[src/rtl/i2c_edid_slave_if.sv]
// DDC/EDID slave bus bundle: I2C pad lines plus the synchronous EDID ROM port.
interface i2c_edid_slave_if #(
  parameter int unsigned SEG_W = 1
);
  logic               scl_i;
  logic               sda_i;
  logic               sda_oe;
  logic [8+SEG_W-1:0] rom_addr;
  logic [7:0]         rom_data;
  logic               busy;
  logic               rd_byte_stb;

  modport slave  (input  scl_i, sda_i, rom_data,
                  output sda_oe, rom_addr, busy, rd_byte_stb);
  modport master (output scl_i, sda_i, rom_data,
                  input  sda_oe, rom_addr, busy, rd_byte_stb);
endinterface

[src/rtl/i2c_edid_slave.sv]
// DDC/EDID I2C slave serving random, current-address and sequential reads from a sync ROM.
// Define EDDC_SEGMENT_EN to accept E-DDC segment-pointer writes at SEG_ADDR.
module i2c_edid_slave #(
  parameter logic [6:0]  DEV_ADDR = 7'h50,
  parameter logic [6:0]  SEG_ADDR = 7'h30,
  parameter int unsigned SEG_W    = 1,
  parameter int unsigned FILT_LEN = 4
) (
  input logic             clk,
  input logic             rst,
  i2c_edid_slave_if.slave bus
);
  localparam int unsigned CW = $clog2(FILT_LEN);
`ifdef EDDC_SEGMENT_EN
  localparam bit SEG_EN = 1'b1;
`else
  localparam bit SEG_EN = 1'b0;
`endif

  typedef enum logic [2:0] {IDLE, ADDR, ADDR_ACK, WORD, WORD_ACK, TX, TX_ACK, WAIT} state_t;

  // Index 0 = SCL, index 1 = SDA; idle bus level is high.
  logic [1:0]    sync1_q, sync2_q, filt_q;
  logic [CW-1:0] cnt_q [2];
  logic [1:0]    flip_c, rise_c, fall_c;

  always_comb begin
    for (int unsigned i = 0; i < 2; i++) begin
      flip_c[i] = (sync2_q[i] != filt_q[i]) && (cnt_q[i] == CW'(FILT_LEN - 1));
      rise_c[i] = flip_c[i] & sync2_q[i];
      fall_c[i] = flip_c[i] & ~sync2_q[i];
    end
  end

  always_ff @(posedge clk or posedge rst) begin
    if (rst) begin
      sync1_q  <= '1;
      sync2_q  <= '1;
      filt_q   <= '1;
      cnt_q[0] <= '0;
      cnt_q[1] <= '0;
    end else begin
      sync1_q <= {bus.sda_i, bus.scl_i};
      sync2_q <= sync1_q;
      for (int unsigned i = 0; i < 2; i++) begin
        if (sync2_q[i] == filt_q[i] || flip_c[i]) cnt_q[i] <= '0;
        else                                      cnt_q[i] <= cnt_q[i] + CW'(1);
        if (flip_c[i]) filt_q[i] <= sync2_q[i];
      end
    end
  end

  logic scl_r, scl_f, sda_s, start_c, stop_c;
  assign scl_r   = rise_c[0];
  assign scl_f   = fall_c[0];
  assign sda_s   = filt_q[1];
  assign start_c = fall_c[1] & filt_q[0];
  assign stop_c  = rise_c[1] & filt_q[0];

  state_t           state_q, state_d;
  logic [2:0]       bitcnt_q, bitcnt_d;
  logic [7:0]       shift_q, shift_d, offset_q, offset_d;
  logic [SEG_W-1:0] segment_q, segment_d;
  logic             oe_q, oe_d, busy_q, busy_d, stb_q, stb_d;
  logic             rw_q, rw_d, tgt_seg_q, tgt_seg_d, first_q, first_d, ack_q, ack_d;

  logic [7:0] byte_c;
  logic       match_dev, match_seg;
  assign byte_c    = {shift_q[6:0], sda_s};
  assign match_dev = (byte_c[7:1] == DEV_ADDR);
  assign match_seg = SEG_EN && (byte_c[7:1] == SEG_ADDR) && !byte_c[0];

  always_ff @(posedge clk or posedge rst) begin
    if (rst) begin
      state_q   <= IDLE;
      bitcnt_q  <= '0;
      shift_q   <= '0;
      offset_q  <= '0;
      segment_q <= '0;
      oe_q      <= 1'b0;
      busy_q    <= 1'b0;
      stb_q     <= 1'b0;
      rw_q      <= 1'b0;
      tgt_seg_q <= 1'b0;
      first_q   <= 1'b0;
      ack_q     <= 1'b0;
    end else begin
      state_q   <= state_d;
      bitcnt_q  <= bitcnt_d;
      shift_q   <= shift_d;
      offset_q  <= offset_d;
      segment_q <= segment_d;
      oe_q      <= oe_d;
      busy_q    <= busy_d;
      stb_q     <= stb_d;
      rw_q      <= rw_d;
      tgt_seg_q <= tgt_seg_d;
      first_q   <= first_d;
      ack_q     <= ack_d;
    end
  end

  always_comb begin
    state_d   = state_q;
    bitcnt_d  = bitcnt_q;
    shift_d   = shift_q;
    offset_d  = offset_q;
    segment_d = segment_q;
    oe_d      = oe_q;
    busy_d    = busy_q;
    stb_d     = 1'b0;
    rw_d      = rw_q;
    tgt_seg_d = tgt_seg_q;
    first_d   = first_q;
    ack_d     = ack_q;
    if (stop_c) begin
      state_d   = IDLE;
      oe_d      = 1'b0;
      busy_d    = 1'b0;
      segment_d = '0;
    end else if (start_c) begin
      state_d  = ADDR;
      oe_d     = 1'b0;
      busy_d   = 1'b1;
      bitcnt_d = '0;
    end else begin
      unique case (state_q)
        IDLE, WAIT: ;
        ADDR, WORD: if (scl_r) begin
          shift_d  = byte_c;
          bitcnt_d = bitcnt_q + 3'd1;
          if (bitcnt_q == 3'd7) begin
            if (state_q == WORD) begin
              state_d = WORD_ACK;
              first_d = 1'b0;
              if (first_q) begin
                if (tgt_seg_q) segment_d = byte_c[SEG_W-1:0];
                else           offset_d  = byte_c;
              end
            end else if (match_dev || match_seg) begin
              state_d   = ADDR_ACK;
              rw_d      = byte_c[0];
              tgt_seg_d = match_seg;
            end else begin
              state_d = WAIT;
              busy_d  = 1'b0;
            end
          end
        end
        // First scl_f starts the ACK, the second ends it; the first read bit goes out on that same edge.
        ADDR_ACK, WORD_ACK: if (scl_f) begin
          if (!oe_q) begin
            oe_d = 1'b1;
          end else if (state_q == ADDR_ACK && rw_q) begin
            state_d  = TX;
            shift_d  = {bus.rom_data[6:0], 1'b0};
            oe_d     = ~bus.rom_data[7];
            bitcnt_d = 3'd1;
          end else begin
            state_d  = WORD;
            oe_d     = 1'b0;
            bitcnt_d = '0;
            if (state_q == ADDR_ACK) first_d = 1'b1;
          end
        end
        TX: if (scl_f) begin
          if (bitcnt_q == 3'd0) begin
            state_d  = TX_ACK;
            oe_d     = 1'b0;
            offset_d = offset_q + 8'd1;
            stb_d    = 1'b1;
            ack_d    = 1'b0;
          end else begin
            oe_d     = ~shift_q[7];
            shift_d  = {shift_q[6:0], 1'b0};
            bitcnt_d = bitcnt_q + 3'd1;
          end
        end
        TX_ACK: begin
          if (scl_r) begin
            if (sda_s) state_d = WAIT;
            else       ack_d   = 1'b1;
          end else if (scl_f && ack_q) begin
            state_d  = TX;
            shift_d  = {bus.rom_data[6:0], 1'b0};
            oe_d     = ~bus.rom_data[7];
            bitcnt_d = 3'd1;
          end
        end
      endcase
    end
  end

  always_comb begin
    bus.sda_oe      = oe_q;
    bus.busy        = busy_q;
    bus.rd_byte_stb = stb_q;
    bus.rom_addr    = {segment_q, offset_q};
  end
endmodule

[src/flat_wrapper.sv]
// flat-port wrapper written by rule: the top's interface ports become plain ports
module i2c_edid_slave_flat 
#(
  parameter logic [6:0]  DEV_ADDR = 7'h50,
  parameter logic [6:0]  SEG_ADDR = 7'h30,
  parameter int unsigned SEG_W    = 1,
  parameter int unsigned FILT_LEN = 4
)
  (clk, rst, bus_scl_i, bus_sda_i, bus_rom_data, bus_sda_oe, bus_rom_addr, bus_busy, bus_rd_byte_stb);
  i2c_edid_slave_if #(.SEG_W(SEG_W)) bus_i ();
  input logic clk;
  input logic rst;
  input wire logic [$bits(bus_i.scl_i)-1:0] bus_scl_i;
  input wire logic [$bits(bus_i.sda_i)-1:0] bus_sda_i;
  input wire logic [$bits(bus_i.rom_data)-1:0] bus_rom_data;
  output wire logic [$bits(bus_i.sda_oe)-1:0] bus_sda_oe;
  output wire logic [$bits(bus_i.rom_addr)-1:0] bus_rom_addr;
  output wire logic [$bits(bus_i.busy)-1:0] bus_busy;
  output wire logic [$bits(bus_i.rd_byte_stb)-1:0] bus_rd_byte_stb;
  assign bus_i.scl_i = bus_scl_i;
  assign bus_i.sda_i = bus_sda_i;
  assign bus_i.rom_data = bus_rom_data;
  assign bus_sda_oe = bus_i.sda_oe;
  assign bus_rom_addr = bus_i.rom_addr;
  assign bus_busy = bus_i.busy;
  assign bus_rd_byte_stb = bus_i.rd_byte_stb;
  i2c_edid_slave #(.DEV_ADDR(DEV_ADDR), .SEG_ADDR(SEG_ADDR), .SEG_W(SEG_W), .FILT_LEN(FILT_LEN)) u_core (.clk(clk), .rst(rst), .bus(bus_i));
endmodule
[config.mk]
export PLATFORM = sky130hd
export DESIGN_NAME = i2c_edid_slave_flat
export DESIGN_NICKNAME = d
export VERILOG_FILES = /design/src/rtl/i2c_edid_slave_if.sv /design/src/rtl/i2c_edid_slave.sv /design/src/flat_wrapper.sv
export SDC_FILE = /design/constraint.sdc
export NUM_CORES = 1
export LEC_CHECK = 0
export CORE_MARGIN = 4
export CORE_UTILIZATION = 47
export CTS_BUF_LIST = sky130_fd_sc_hd__clkbuf_4
export CTS_CLUSTER_DIAMETER = 30
export CTS_CLUSTER_SIZE = 12
export DETAILED_ROUTE_END_ITERATION = 8
export GPL_TIMING_DRIVEN = 0
export PLACE_DENSITY = 0.68
export SETUP_SLACK_MARGIN = 0.1
export SYNTH_ARGS = -nofsm -noshare
export SYNTH_HDL_FRONTEND = slang
export SYNTH_SLANG_ARGS = --single-unit
export TNS_END_PERCENT = 5
[constraint.sdc]
create_clock -name clk -period 4.66 [get_ports clk]
set_clock_uncertainty 0.15 [all_clocks]
set_input_delay 1.165 -clock clk [delete_from_list [all_inputs] [get_ports clk]]
set_output_delay 1.165 -clock clk [all_outputs]
set_load 0.05 [all_outputs]
==> Word level (Yosys, flattened, before mapping) <==
Cells that the tools add are included.
{ "word_totals": {"out_inout_bits": 12, "wordCells": 197, "mem_bits_rw": 0, "rom_bits": 0, "regBits": 39, "memories": 0, "latch_bits": 0} }
{ "classes": {"multipliers": 0, "bitwise": 13, "n_reduce_logical": 34, "n_mux": 79, "div": 0, "shifts": 0, "order_cmp": 0, "add_sub_neg": 4, "eq_ne": 50} }
{ "op_table": {"columns": ["operator", "count"], "rows": [
  ["8-bit 2-to-1 mux", 14],
  ["3-bit 2-to-1 mux", 22],
  ["1-bit 2-to-1 mux", 34],
  ["8-bit case mux with 4 select lines", 1],
  ["4-bit by 1-bit inequality test with 1-bit output (second input constant)", 7],
  ["9-bit AND reduction", 3],
  ["2-bit by 1-bit inequality test with 1-bit output (second input constant)", 12],
  ["3-bit case mux with 4 select lines", 2],
  ["3-bit by 1-bit inequality test with 1-bit output (second input constant)", 7],
  ["7-bit AND reduction", 3],
  ["8-bit case mux with 2 select lines", 1],
  ["2-bit nonzero test", 8],
  ["3-bit equality test (second input constant)", 4],
  ["11-bit AND reduction", 1],
  ["2-bit inequality test (second input constant)", 5],
  ["10-bit AND reduction", 1],
  ["5-bit AND reduction", 2],
  ["5-bit nonzero test", 2],
  ["3-bit nonzero test", 3],
  ["8-bit by 1-bit adder with 8-bit output (second input constant)", 1],
  ["7-bit equality test (second input constant)", 1],
  ["1-bit NOT", 7],
  ["1-bit bitwise AND", 6],
  ["3-bit by 2-bit equality test with 1-bit output (second input constant)", 2],
  ["20 further kinds", 31]
]} }

==> Logic depth before layout (Yosys ltp) <==
Gate-level depths: netlist of run 1.
{ "logic_depth": {"ltp_word": 9, "ltp_mapped": 8, "depth_no_buf": 7} }

==> Least setup slack after synthesis of run 1 <==
No wires, ideal clock.
{ "synth_path": {"path_kind": "register to register", "start": "register u_core.oe_q, in the netlist u_core.bus.sda_oe", "end": "register u_core.shift_q[1]", "stages_incl_launch_ff": 6, "path_buffers": 0, "setup_slack_ns": 2.149, "setup_time_ns": 0.125, "arrival_time_ns": 2.236, "path_cell_list": "dfrtp_1 and4b_2 o21ai_0 a311o_2 nor3b_4 mux2_2"} }
{ "synth_between": {"elab_chain_len": 2} }
{ "synth_lines": {"columns": ["element", "line", "rtl"], "rows": [
  ["start, declared", "i2c_edid_slave.sv:64", "logic oe_q, oe_d, busy_q, busy_d, stb_q, stb_d;"],
  ["start signal, assigned", "i2c_edid_slave.sv:80", "oe_q <= 1'b0;"],
  ["start signal, assigned", "i2c_edid_slave.sv:93", "oe_q <= oe_d;"],
  ["2-bit by 1-bit inequality test with 1-bit output (no source line)", null, null],
  ["11-bit AND reduction (no source line)", null, null],
  ["end signal, assigned", "i2c_edid_slave.sv:90", "shift_q <= shift_d;"],
  ["end, declared", "i2c_edid_slave.sv:62", "logic [7:0] shift_q, shift_d, offset_q, offset_d;"]
]} }
No other way between the ends.
A chain may end at the register's enable or synchronous reset.

==> Final worst setup path of run 1 <==
{ "layout_path": {"start": "register u_core.oe_q, in the netlist u_core.bus.sda_oe", "end": "output bus_sda_oe"} }
{ "layout_lines": {"columns": ["element", "line", "rtl"], "rows": [
  ["end, declared", "flat_wrapper.sv:16", "output wire logic [$bits(bus_i.sda_oe)-1:0] bus_sda_oe;"]
]} }
No word-level cell between the ends.

==> flow_metrics.py, run 1 <==
metrics = {
    "sta": {
        "timing.final.crit_share": 0.643,
        "slew_headroom": 0.391,
        "hold_viol": 0,
        "setup_viol": 0,
        "finalSetupTns_ns": 0,
        "slew_violations": 0,
        "rsz0062_at_grt": "no",
        "worst_pin_slew_ns": 0.908,
        "max_clock_freq_mhz": 334,
        "fin_crit_ns": 3.00,
    },
    "cts": {
        "cts_tree": "built",
        "cts_setup_buffers": 0,
        "insertion_delay_ns": 0.34,
        "clkTransAtPathRegs_ns": 0.12,
        "cts_max_path_buffers": 2,
        "cts-buffers-inserted": 5,
        "postCtsHoldBufs": 0,
        "cts_resized": 0,
        "clock-root-buffer": "clkbuf_4",
        "clock_sinks": 38,
        "h-tree-depth": 2,
    },
    "layout": {
        "diodes": 0,
        "drive_above_1_share": 0.213,
        "area_growth_pct": 15.8,
        "utilization": 0.565,
        "finish.net_count": 285,
        "fill_cells": 418,
    },
    "synthesis": {
        "synth_ff_type": "dfrtp_1",
        "synth.cell_area_um2": 2300,
        "synth.yosys.seq_area_share": 0.416,
        "syn_avg_cell_area_um2": 9.67,
        "syn_nets": 256,
        "netlist_instances": 238,
        "ys_top_cells_by_area": "dfrtp_1 (35%), mux2_2 (8.8%), dfstp_2 (6.8%), a21oi_1 (4.6%), ha_1 (3.3%)",
        "ys_types": 58,
        "async_reset_ff_frac": 1.00,
        "synth_seq_cells": 38,
        "yosysTopAreaCell": "dfrtp_1",
        "yosysTopAreaCellShare": 0.348,
        "ys.warnings.count": 0,
        "synth_edf_count": 0,
    },
    "pwr": {
        "leakagePower_uw": 0.00113,
        "clockPowerShare": 0.128,
        "ir_drop_uv": 277,
        "switching_share": 0.409,
        "power_frac_comb": 0.505,
        "p_switching_uw": 593,
        "p_total_uw": 1450,
        "power_density_nw_per_um2": 543,
        "seq_power_share": 0.367,
        "power.internal_uw": 856,
    },
    "grt": {
        "grt_use_total": 0.187,
        "overflow": 0,
        "grt_max_degree": 39,
        "grt_pass1_wl_mm": 9.10,
        "grt_pass1_vias": 1847,
        "antenna_found_initial": 0,
    },
    "floorplanning": {
        "num_rows": 25,
        "start_util": 0.487,
        "die_h_um": 78.0,
        "chipWidth_um": 78.0,
        "die-area_um2": 6080,
        "core-area_um2": 4720,
        "io_pins": 24,
    },
    "hold_path": {
        "hold_path_class": "flop to flop",
        "holdPathEnd": "u_core.sync2_q[1]$_DFF_PP1_",
        "min_delay_path_depth": 0,
        "min_from": "u_core.sync1_q[1]$_DFF_PP1_",
    },
    "route": {
        "first_pass_iters": 4,
        "first_iter_violations": 153,
        "wl_per_cell_um": 15.5,
        "postRouteAntennaNets": 0,
        "drc": 0,
        "avgViaCountPerCell": 5.67,
        "routed_wirelength_mm": 5.21,
        "routed-via-count": 1898,
    },
    "worst_setup_path": {
        "arrival_ns": 1.68,
        "required_ns": 3.35,
        "critPathSlowestCell": "clkdlybuf4s50_1",
        "reg2reg_depth": 6,
        "cp_num_buf_inv": 1,
        "crit_family": "buffers and inverters",
        "slowest_delay_ns": 0.85,
        "r2r_end": "u_core.shift_q[1]$_DFFE_PP0P_",
        "endpoint_kind": "output pin",
        "critPathKind": "flop to output pin",
        "r2r-start": "u_core.filt_q[0]$_DFFE_PP1N_",
        "start_kind": "flop",
        "worstPathCellList": "clkdlybuf4s50_1",
        "r2r_slack_ns": 2.05,
        "cp_max_fo": 7,
    },
    "place": {
        "io_buffers": 22,
        "dp.final_hpwl_mm": 3.76,
        "gp_congestion": 0.907,
    },
    "job": {
        "maxCapViolCount": 0,
    },
    "run_status": {
        "status": "finished clean",
    },
}
## layout by cell type, fill, tap and decap left out, types with 4 or more instances in the layout
master           count
clkbuf_1             7
clkbuf_4             9
ha_1                 6
nor2_1              10
nand2b_1             5
inv_1               11
dfstp_2              6
dfrtp_1             32
nand3_1             14
nor3_1               6
mux2i_1              4
mux2_2              18
nand2_1             16
o21ai_0             15
clkdlybuf4s50_1     22
a21oi_1             21
## logic make-up (layout without fill, tap and decap cells)
family,after synthesis,in the layout,share of synthesized area
and+or+nand+nor,85,85,0.225
muxes,22,22,0.105
buffers and inverters,25,55,0.0511
DFF,38,38,0.416
AOI/OAI and AO/OA,60,60,0.164
other,1,1,0.00163
adders and majority gates,6,6,0.0326
xor gates and xnor gates,1,1,0.00381
## sequential cells by signal, summed over array words and instances (netlist names)
| name | count |
|---|---|
| u_core.shift_q | 8 |
| u_core.filt_q | 2 |
| u_core.sync2_q | 2 |
| u_core.ack_q | 1 |
| u_core.first_q | 1 |
| u_core.offset_q | 8 |
| u_core.rw_q | 1 |
| u_core.bus.busy | 1 |
| u_core.cnt_q | 4 |
| u_core.bus.sda_oe | 1 |
| u_core.bitcnt_q | 3 |
| u_core.bus.rd_byte_stb | 1 |
| u_core.sync1_q | 2 |
| u_core.state_q | 3 |
## cell type report
cell class / count / area [um^2] / area share
multi-input combinational: 175 / 1230 / 0.460
buffer: 13 / 72.6 / 0.0272
timing repair buffer: 22 / 220 / 0.0826
inverter: 12 / 45.0 / 0.0169
sequential: 38 / 958 / 0.359
clock buffer: 8 / 60.1 / 0.0225
tap: 67 / 83.8 / 0.0314
## synthesized netlist by cell type (all sizes together) (2+ instances only)
library cell,instances
nor3,6
or2b,2
nor4b,2
a211oi,2
mux2i,4
dfrtp,32
clkbuf,8
o22ai,3
a21o,2
and3,2
dfstp,6
nand2b,5
ha,6
buf,5
a21oi,21
o21ai,16
and4b,4
nor2,11
nand3,14
nor2b,3
o32ai,2
nand2,16
or3,3
nor3b,3
mux2,18
inv,12
and3b,3
a311o,3
and2b,3
o211ai,3
## worst max path at each step
stage                                              from                        endpoint  slack, ns  cells after the start
after floorplan           u_core.bus.sda_oe$_DFFE_PP0P_   u_core.shift_q[1]$_DFFE_PP0P_       2.15                      5
after global placement                              rst  u_core.bitcnt_q[1]$_DFFE_PP0P_       1.62                      2
after detailed placement                bus_rom_data[7]   u_core.bus.sda_oe$_DFFE_PP0P_       1.98                      4
after CTS                 u_core.bus.sda_oe$_DFFE_PP0P_                      bus_sda_oe       1.65                      1
after global routing      u_core.bus.sda_oe$_DFFE_PP0P_                      bus_sda_oe       1.58                      1
final                     u_core.bus.sda_oe$_DFFE_PP0P_                      bus_sda_oe       1.66                      1
## power groups by stage
stage	Clock (uW)	Sequential, uW	Combinational [uW]
5_1_grt	209	546	813
2_1_floorplan	0	546	543
3_5_place_dp	0	536	728
4_1_cts	190	530	731
6_report	185	532	731
3_3_place_gp	0	535	723
## metal layers
layer | up-vias | wire, um | GRT usage
met5 | - | 0 | 0
met4 | 0 | 102 | 0.0664
met3 | 10 | 239 | 0.0348
met2 | 57 | 2420 | 0.290
met1 | 901 | 2440 | 0.260
li1 | 930 | - | -
## stage by stage
step / instance area, um^2 / setup WS (ns) / hold slack [ns] / instances
6_report: 2670 / 1.66 / 0.214 / 335
5_1_grt: 2670 / 1.58 / 0.224 / 335
4_1_cts: 2670 / 1.65 / 0.218 / 335
3_5_place_dp: 2610 / 1.98 / 0.202 / 327
3_3_place_gp: 2610 / 1.62 / 0.195 / 327
2_1_floorplan: 2300 / 2.15 / 0.195 / 238
(Power assumes the default switching activity.)
==> inputs of run 2 (changes only) <==
==> constraint.sdc (replaced) <==
create_clock -name clk -period 2.95 [get_ports clk]
set_clock_uncertainty 0.15 [all_clocks]
set_input_delay 0.7375 -clock clk [delete_from_list [all_inputs] [get_ports clk]]
set_output_delay 0.7375 -clock clk [all_outputs]
set_load 0.05 [all_outputs]
==> results of run 2 <==
Same layout as run 1 (identical final DEF). Status: finished clean.
Main changes from that run: setup slack after placement 1.98 ns -> 0.364 ns; clock-pin slew on the worst setup and hold paths 0.12 ns -> 0.11 ns; setup slack after layout 1.66 ns -> 0.338 ns; start point of the critical path u_core.bus.sda_oe$_DFFE_PP0P_ -> u_core.filt_q[0]$_DFFE_PP1N_; end point of the critical path bus_sda_oe -> u_core.shift_q[1]$_DFFE_PP0P_; register-to-register setup slack 2.05 ns -> 0.34 ns; total power 1450 uW -> 2290 uW; worst IR drop on VDD 277 uV -> 437 uV
==> inputs of run 3 (changes only) <==
--- a/config.mk
+++ b/config.mk
@@ -5,6 +5,7 @@
 export SDC_FILE = /design/constraint.sdc
 export NUM_CORES = 1
 export LEC_CHECK = 0
+export ABC_AREA = 1
 export CORE_MARGIN = 4
 export CORE_UTILIZATION = 47
 export CTS_BUF_LIST = sky130_fd_sc_hd__clkbuf_4
==> flow_metrics.py, run 3 <==
metrics = {
    "grt": {
        "grt_pass1_wl_mm": 9.23,
        "grt_max_degree": 39,
        "overflow": 0,
        "grt_pass1_vias": 1982,
        "grt_use_total": 0.185,
        "antenna_found_initial": 0,
    },
    "pwr": {
        "power_density_nw_per_um2": 1190,
        "seq_power_share": 0.273,
        "power.internal_uw": 1640,
        "p_total_uw": 3400,
        "p_switching_uw": 1760,
        "ir_drop_uv": 520,
        "power_frac_comb": 0.624,
        "clockPowerShare": 0.103,
        "leakagePower_uw": 0.00145,
        "switching_share": 0.518,
    },
    "cts": {
        "cts_tree": "built",
        "cts_setup_buffers": 0,
        "clkTransAtPathRegs_ns": 0.12,
        "cts_max_path_buffers": 2,
        "insertion_delay_ns": 0.35,
        "cts_resized": 0,
        "clock-root-buffer": "clkbuf_4",
        "clock_sinks": 38,
        "h-tree-depth": 2,
        "cts-buffers-inserted": 5,
        "postCtsHoldBufs": 0,
    },
    "synthesis": {
        "synth_ff_type": "dfrtp_1",
        "ys_top_cells_by_area": "dfrtp_1 (32%), nand2_1 (15%), nand3_1 (7.9%), inv_1 (6.7%), dfstp_2 (6.4%)",
        "yosysMostFrequentCell": "nand2_1",
        "synth_seq_cells": 38,
        "syn_avg_cell_area_um2": 7.32,
        "synth.cell_area_um2": 2470,
        "ys_top_cells_by_count": "nand2_1 (97), inv_1 (44), nand3_1 (39)",
        "ys_types": 33,
        "netlist_instances": 337,
        "synth_edf_count": 0,
        "yosysTopAreaCell": "dfrtp_1",
        "syn_nets": 355,
        "yosysTopAreaCellShare": 0.325,
        "ys.warnings.count": 0,
        "async_reset_ff_frac": 1.00,
        "synth.yosys.seq_area_share": 0.388,
    },
    "layout": {
        "area_growth_pct": 15.6,
        "diodes": 0,
        "layout_commonest_cell": "nand2_1",
        "utilization": 0.559,
        "layout_common_cells": "nand2_1 (97), inv_1 (43), nand3_1 (39)",
        "instances_no_fill": 437,
        "drive_above_1_share": 0.155,
        "top_regs": "u_core.offset_q x8, u_core.shift_q x8, u_core.cnt_q x4",
        "finish.net_count": 384,
    },
    "sta": {
        "max_clock_freq_mhz": 389,
        "finalSetupTns_ns": 0,
        "rsz0062_at_grt": "no",
        "fin_crit_ns": 2.57,
        "hold_viol": 0,
        "timing.final.crit_share": 0.872,
        "worst_pin_slew_ns": 0.783,
        "slew_headroom": 0.477,
        "setup_viol": 0,
        "slew_violations": 0,
        "worst_slack_ns": 0.377,
    },
    "worst_setup_path": {
        "start_kind": "flop",
        "critPathKind": "flop to output pin",
        "required_ns": 2.06,
        "endpoint_kind": "output pin",
        "arrival_ns": 1.69,
        "worstPathCellList": "clkdlybuf4s50_1",
        "cp_max_fo": 7,
        "crit_family": "buffers and inverters",
        "slowest_delay_ns": 0.85,
        "critPathSlowestCell": "clkdlybuf4s50_1",
        "cp_num_buf_inv": 1,
    },
    "floorplanning": {
        "io_pins": 24,
        "chipWidth_um": 80.5,
        "num_rows": 26,
        "die_h_um": 80.5,
        "die-area_um2": 6470,
        "start_util": 0.483,
        "core-area_um2": 5110,
    },
    "place": {
        "gp_congestion": 0.969,
        "io_buffers": 22,
        "preCtsSetupSlack_ns": 0.762,
        "dp.final_hpwl_mm": 4.05,
        "dpl.cell_count": 429,
    },
    "route": {
        "wl_per_cell_um": 12.1,
        "first_pass_iters": 4,
        "drc": 0,
        "first_iter_violations": 142,
        "postRouteAntennaNets": 0,
        "avgViaCountPerCell": 4.92,
        "routed-via-count": 2150,
        "routed_wirelength_mm": 5.27,
    },
    "job": {
        "maxCapViolCount": 0,
    },
    "hold_path": {
        "hold_path_class": "flop to flop",
    },
    "run_status": {
        "status": "finished clean",
    },
}
-- run 3: layout make-up --
class                      count  area, um^2
sequential                    38         958
clock buffer                   5        37.5
tap                           70        87.6
multi-input combinational    241        1260
clock inverter                 3        40.0
fill                         503        2250
timing repair buffer          22         220
buffer                         7        56.3
inverter                      51         194
-- run 3: cells by family after synthesis --
kind of cell             Yosys count  synth area share
adder cells (fa/ha/maj)            6            0.0304
AO/OA/AOI/OAI                     39            0.0958
AND/OR/NAND/NOR                  195             0.382
flip-flops                        38             0.388
buffers and inverters             58             0.101
other                              1           0.00152
-- run 3: worst paths after layout --
check                                                from                              to  slack, ns  depth (start not counted)
setup / recovery           u_core.offset_q[4]$_DFFE_PP0P_                 bus_rom_addr[4]       0.38                          1
hold / removal                u_core.sync1_q[1]$_DFF_PP1_     u_core.sync2_q[1]$_DFF_PP1_       0.21                          0
setup reg to reg                u_core.cnt_q[2]$_DFF_PP0_  u_core.offset_q[5]$_DFFE_PP0P_       1.00                          8
hold reg to reg               u_core.sync1_q[1]$_DFF_PP1_     u_core.sync2_q[1]$_DFF_PP1_       0.21                          0
max in group asynchronous                             rst      u_core.first_q$_DFFE_PP0P_       1.45                          2
min in group asynchronous                             rst  u_core.offset_q[0]$_DFFE_PP0P_       0.70                          2
-- run 3: power groups by stage --
stage	Clock, uW	Combinational, uW	Sequential (uW)
floorplan	0	1440	1120
global placement	0	2090	934
detailed placement	0	2110	939
CTS	364	2130	928
global route	386	2410	957
finish	350	2120	929
-- run 3: metal layers --
metal / GRT usage / up-vias / share of wire
met5: 0 / - / 0
met4: 0.0794 / 0 / 0.025
met3: 0.0359 / 13 / 0.033
met2: 0.267 / 38 / 0.43
met1: 0.266 / 969 / 0.51
li1: - / 1130 / -
-- run 3: worst reg2reg max path, stage by stage (launching register included) --
cell     delay, ns
dfrtp_1       0.37
ha_1          0.25
nand3_1       0.30
nand2_2       0.21
nand3_2       0.15
nor2_8        0.19
buf_12        0.15
nand3_1       0.07
o21ai_1       0.07
-- run 3: stage by stage --
stage | cell area [um^2] | hold slack (ns)
finish | 2850 | 0.212
global route | 2850 | 0.220
CTS | 2850 | 0.215
detailed placement | 2780 | 0.197
global placement | 2780 | 0.196
floorplan | 2470 | 0.195
